### src/rtl/snoop_bus_pkg.sv
// Shared types and constants for the MESI snoop-bus controller.
package snoop_bus_pkg;

  localparam int NUM_CPUS = 4;
  localparam int XLEN     = 32;
  localparam int SRC_W    = $clog2(NUM_CPUS);

  typedef enum logic [1:0] {
    Bus_Idle,
    Bus_Rd,
    Bus_RdX,
    Bus_Upgr
  } bus_tx_t;

  typedef struct packed {
    logic             valid;
    logic [SRC_W-1:0] source;
    logic [XLEN-1:0]  addr;
    bus_tx_t          tx;
  } bus_msg_t;

  typedef enum logic [1:0] {
    IDLE,
    GRANT,
    BCAST,
    HOLD
  } snoop_bus_state_t;

endpackage

### src/rtl/snoop_bus_rr_arbiter.sv
// Combinational rotate-priority pick: first requester strictly after ptr_i, wrapping modulo N.
module rr_arbiter #(
  parameter int N  = 4,
  parameter int PW = $clog2(N)
) (
  input  logic [N-1:0]  req_i,
  input  logic [PW-1:0] ptr_i,
  output logic          any_o,
  output logic [PW-1:0] winner_o
);

  always_comb begin : pick
    int idx;
    idx      = 0;
    any_o    = 1'b0;
    winner_o = '0;
    for (int i = 1; i <= N; i++) begin
      idx = int'(ptr_i) + i;
      if (idx >= N) idx = idx - N;
      if (!any_o && req_i[idx]) begin
        any_o    = 1'b1;
        winner_o = PW'(idx);
      end
    end
  end

endmodule

### src/rtl/snoop_bus.sv
// Snoop-bus controller: round-robin grant, one-cycle bus_msg broadcast, hold until all caches idle.
// Optional HOLD watchdog with timeout_err pulse when SNOOP_BUS_TIMEOUT_EN is defined.
module snoop_bus
  import snoop_bus_pkg::*;
#(
  parameter int N_PORTS        = NUM_CPUS,
  parameter int TIMEOUT_CYCLES = 256
) (
  input  logic                             clk,
  input  logic                             rst,
  input  logic     [N_PORTS-1:0]           arbiter_req,
  input  logic     [N_PORTS-1:0]           arbiter_busy,
  input  logic     [N_PORTS-1:0][XLEN-1:0] bus_addr_in,
  input  bus_tx_t  [N_PORTS-1:0]           bus_tx_in,
  output logic     [N_PORTS-1:0]           arbiter_gnt,
  output bus_msg_t                         bus_msg
`ifdef SNOOP_BUS_TIMEOUT_EN
  , output logic                           timeout_err
`endif
);

  localparam int PW = $clog2(N_PORTS);

  snoop_bus_state_t   state_q;
  logic [PW-1:0]      owner_q;
  logic [PW-1:0]      rr_ptr_q;
  logic [N_PORTS-1:0] gnt_q;
  bus_msg_t           msg_q;
  logic               any_req;
  logic [PW-1:0]      winner;

`ifdef SNOOP_BUS_TIMEOUT_EN
  localparam int CW = $clog2(TIMEOUT_CYCLES + 1);
  logic [CW-1:0] hold_cnt_q;
  logic          terr_q;
  assign timeout_err = terr_q;
`endif

  rr_arbiter #(.N(N_PORTS), .PW(PW)) u_arb (
    .req_i    (arbiter_req),
    .ptr_i    (rr_ptr_q),
    .any_o    (any_req),
    .winner_o (winner)
  );

  assign arbiter_gnt = gnt_q;
  assign bus_msg     = msg_q;

  always_ff @(posedge clk) begin
    if (rst) begin
      state_q  <= IDLE;
      owner_q  <= '0;
      rr_ptr_q <= PW'(N_PORTS - 1);
      gnt_q    <= '0;
      msg_q    <= '0;
`ifdef SNOOP_BUS_TIMEOUT_EN
      hold_cnt_q <= '0;
      terr_q     <= 1'b0;
`endif
    end else begin
`ifdef SNOOP_BUS_TIMEOUT_EN
      terr_q <= 1'b0;
`endif
      case (state_q)
        IDLE: begin
          if (any_req) begin
            owner_q <= winner;
            gnt_q   <= N_PORTS'(1) << winner;
            state_q <= GRANT;
          end
        end
        GRANT: begin
          gnt_q <= '0;
          // Owner withdrew or has nothing to send: give up the slot without moving rr_ptr.
          if (!arbiter_req[owner_q] || bus_tx_in[owner_q] == Bus_Idle) begin
            state_q <= IDLE;
          end else begin
            msg_q.valid  <= 1'b1;
            msg_q.source <= SRC_W'(owner_q);
            msg_q.addr   <= bus_addr_in[owner_q];
            msg_q.tx     <= bus_tx_in[owner_q];
            state_q      <= BCAST;
          end
        end
        BCAST: begin
          msg_q.valid <= 1'b0;
          state_q     <= HOLD;
`ifdef SNOOP_BUS_TIMEOUT_EN
          hold_cnt_q  <= '0;
`endif
        end
        HOLD: begin
          if (arbiter_busy == '0) begin
            rr_ptr_q <= owner_q;
            state_q  <= IDLE;
`ifdef SNOOP_BUS_TIMEOUT_EN
          end else if (hold_cnt_q == CW'(TIMEOUT_CYCLES - 1)) begin
            rr_ptr_q <= owner_q;
            state_q  <= IDLE;
            terr_q   <= 1'b1;
          end else begin
            hold_cnt_q <= hold_cnt_q + 1'b1;
`endif
          end
        end
        default: state_q <= IDLE;
      endcase
    end
  end

endmodule

### config.mk
export PLATFORM = sky130hd
export DESIGN_NAME = snoop_bus
export DESIGN_NICKNAME = d
export VERILOG_FILES = /design/src/rtl/snoop_bus_pkg.sv /design/src/rtl/snoop_bus_rr_arbiter.sv /design/src/rtl/snoop_bus.sv
export SDC_FILE = /design/constraint.sdc
export NUM_CORES = 1
export LEC_CHECK = 0
export ABC_CLOCK_PERIOD_IN_PS = 3000
export BUFFER_PORTS_ARGS = -buffer_cell sky130_fd_sc_hd__clkbuf_2
export CAP_MARGIN = 20
export CORE_MARGIN = 5
export CORE_UTILIZATION = 45
export DETAILED_ROUTE_END_ITERATION = 10
export GPL_TIMING_DRIVEN = 0
export PLACE_DENSITY = 0.85
export SLEW_MARGIN = 20
export SYNTH_ARGS = -nofsm -noshare
export SYNTH_HDL_FRONTEND = slang
export SYNTH_SLANG_ARGS = --single-unit
### constraint.sdc
create_clock -name clk -period 3 [get_ports clk]
set_input_delay 0.15 -clock clk [delete_from_list [all_inputs] [get_ports clk]]
set_output_delay 0.15 -clock clk [all_outputs]
set_load 0.005 [all_outputs]
==> impl_metrics.csv <==
group,metric,value,unit
sta,finalMaxSlewViolations,0,
synth,synthSimpleGateAreaFrac,16.8,%
layout,drive_gt1_share,55.8,%
critical_path,crit_required,3.15,ns
global_route,grt_pass1_wl,13.1,mm
sta,setup_viol,0,
synth,synthAdderAreaFrac,0,%
sta,worstMarginPinSlew,0.891,ns
clock_tree,cts_tree,"built",
critical_path,cp.arrival,2.08,ns
clock_tree,ctsLongestPathBuffers,2,
power_and_ir_drop,intPower,0.00114,W
synth,syn-num-nets,412,
synth,synthCells,266,
floorplanning,core,0.00585,mm2
synth,ys_top_cells_by_area,"dfxtp_1 (35%), mux4_2 (30%), nand2_1 (9.6%)",
drt,firstDrtPassIters,4,
drt,drtAntennaViolNets,0,
floorplanning,initial_core_util,45.6,%
power_and_ir_drop,total_power,0.00159,W
synth,synth-seq-cells,47,
placement,io_buffers,185,
drt,vias,2743,
global_route,grt_usage,22.2,%
power_and_ir_drop,vdd_ir_drop_max,0.238,mV
power_and_ir_drop,switchingPower,0.000446,W
hold_path,hp-class,"in -> reg",
synth,ys_seq_area_share,35.3,%
placement,place_congestion,0.788,
clock_tree,insertion_delay,0.29,ns
synth,synth-xor-area-share,0,%
run_status,status,"complete, no violations",
synth,synth_top_area_cell,"dfxtp_1",
synth,avgSynthCellArea,10.0,um2
sta,rsz0062_at_grt,"false",
critical_path,start_kind,"register",
global_route,grt_overflow,0,
drt,wirelength,8.45,mm
layout,fillers,505,
floorplanning,num_io_pins,187,
power_and_ir_drop,pwr-share-clk,26.2,%
floorplanning,die_area,0.00756,mm2
synth,synth_top_area_share,35.3,%
critical_path,crit_path_end_kind,"register",
power_and_ir_drop,combPwrFrac,30.2,%
synth,synth_compound_area_share,13.5,%
clock_tree,post_cts_resize_count,0,
clock_tree,cts_max_level,2,
clock_tree,cts_buffers,5,
layout,final_nets,604,
layout,antenna_cells,0,
floorplanning,die_w,87.0,um
power_and_ir_drop,seqPwrFrac,43.6,%
layout,final_common_cell,"clkbuf_2",
clock_tree,cts_root_buffer,"clkbuf_8",
synth,synth.distinct_cells,29,
critical_path,critPathKind,"reg -> reg",
clock_tree,clkTransAtPathRegs,0.09,ns
drt,drcViolationCount,0,
clock_tree,post-cts-setup-buffers,0,
drt,viasPerCell,5.14,
clock_tree,clock-sinks,47,
layout,syn_to_final_growth,42.0,%
global_route,grt_start_max_net_pins,14,
clock_tree,cts_hold_buf,0,
power_and_ir_drop,leakagePower,1.68,nW
sta,slew_headroom,39.8,%
floorplanning,dieHeight,87.0,um
power_and_ir_drop,swShare,28.1,%
critical_path,path_max_fanout,10,
synth,synth_mux_area_share,29.6,%
drt,wl_per_cell,15.8,um
flow_run,maxCapViolCount,0,
power_and_ir_drop,power_per_cell_area,419,mW/mm2
synth,yosys_warnings,0,
sta,final.setup_skew,0.00858,ns
sta,fin_crit,1.93,ns
synth,synth_top_family_by_area,"multiplexers",
sta,hold_viol,0,
global_route,antenna_found_initial,0,
sta,finalCritPeriodShare,64.2,%
floorplanning,rows,28,
drt,drt_iter0_markers,123,
global_route,grt_pass1_vias,2851,
sta,fmax,519,MHz
placement,hpwlAfterDp,7.17,mm
synth,synthesis.area,0.00267,mm2
sta,setup_tns,0,ns
layout,layout_common_cells,"clkbuf_2 (185), nand2_1 (68), dfxtp_1 (47)",
[per-stage QoR]
step	hold slack, ns	instance area, um2	setup slack (ns)	std cells	util [%]
3_3_place_gp	0.442	3690	1.10	526	63.0
5_1_grt	0.286	3790	0.972	534	64.7
6_report	0.260	3790	1.07	534	64.7
4_1_cts	0.261	3790	1.07	534	64.7
3_5_place_dp	0.449	3690	1.08	526	63.0
2_1_floorplan	0.435	2670	1.26	266	-
[layout make-up]
type,count,area (um2),area share [%]
multi-input cells,195,1600,42.1
flip-flops and latches,47,941,24.9
repair buffers,185,926,24.5
plain buffers,21,119,3.14
clock buffers,8,100,2.64
well taps,75,93.8,2.48
inverters,3,11.3,0.297
[flip-flops by register name, summed over array words and instances (netlist names), named ones only]
name / count
rr_ptr_q: 2
arbiter_gnt: 4
state_q: 1
bus_msg: 37
owner_q: 2
[metal layers]
metal  up-vias  share of wire [%]  global-route usage [%]
li1       1342                  -                       -
met3         8                6.1                    4.73
met5         -                  0                       0
met2       100                 56                    41.8
met4         0                1.3                    6.09
met1      1293                 37                    24.9
[path summary, 6_finish.rpt]
| kind | from | to | slack, ns | cells past startpoint |
|---|---|---|---|---|
| max reg2reg | owner_q[0] | bus_msg[5] | 1.07 | 7 |
| max | owner_q[0] | bus_msg[5] | 1.07 | 7 |
| min reg2reg | bus_msg[33] | bus_msg[33] | 0.46 | 2 |
| min | arbiter_busy[3] | register | 0.26 | 5 |
[cell families after synthesis]
kind of cell | after synthesis
AOI/OAI and AO/OA | 57
buffers and inverters | 24
DFF | 47
muxes | 35
and+or+nand+nor | 103
[cells in the mapped netlist (all sizes together)]
cell type / instances
a211oi: 1
o22ai: 1
inv: 3
nor3: 1
o21a: 1
a21boi: 2
a21o: 3
mux4: 35
nand2b: 5
nor2: 9
a32oi: 1
clkbuf: 8
o311ai: 1
o21ai: 3
a21oi: 42
buf: 13
nor2b: 2
a211o: 2
dfxtp: 47
and2b: 1
nand2: 76
nor4: 2
or3: 3
nand3: 4
[critical path, cell delays in order (launching register included)]
cell	delay (ns)
dfxtp_1	0.33
buf_6	0.17
mux4_2	0.57
o21a_1	0.21
buf_2	0.16
buf_2	0.19
nand2_1	0.09
a21oi_1	0.06
[power groups by stage]
| stage | Combinational, W | Sequential, W | Clock [W] |
|---|---|---|---|
| 5_1_grt | 0.000524 | 0.000699 | 0.000452 |
| 3_5_place_dp | 0.000482 | 0.000707 | 0 |
| 4_1_cts | 0.000483 | 0.000692 | 0.000424 |
| 2_1_floorplan | 0.000292 | 0.000708 | 0 |
| 3_3_place_gp | 0.000470 | 0.000704 | 0 |
| 6_report | 0.000479 | 0.000692 | 0.000416 |
No activity file was read; power rests on OpenSTA's default activity.
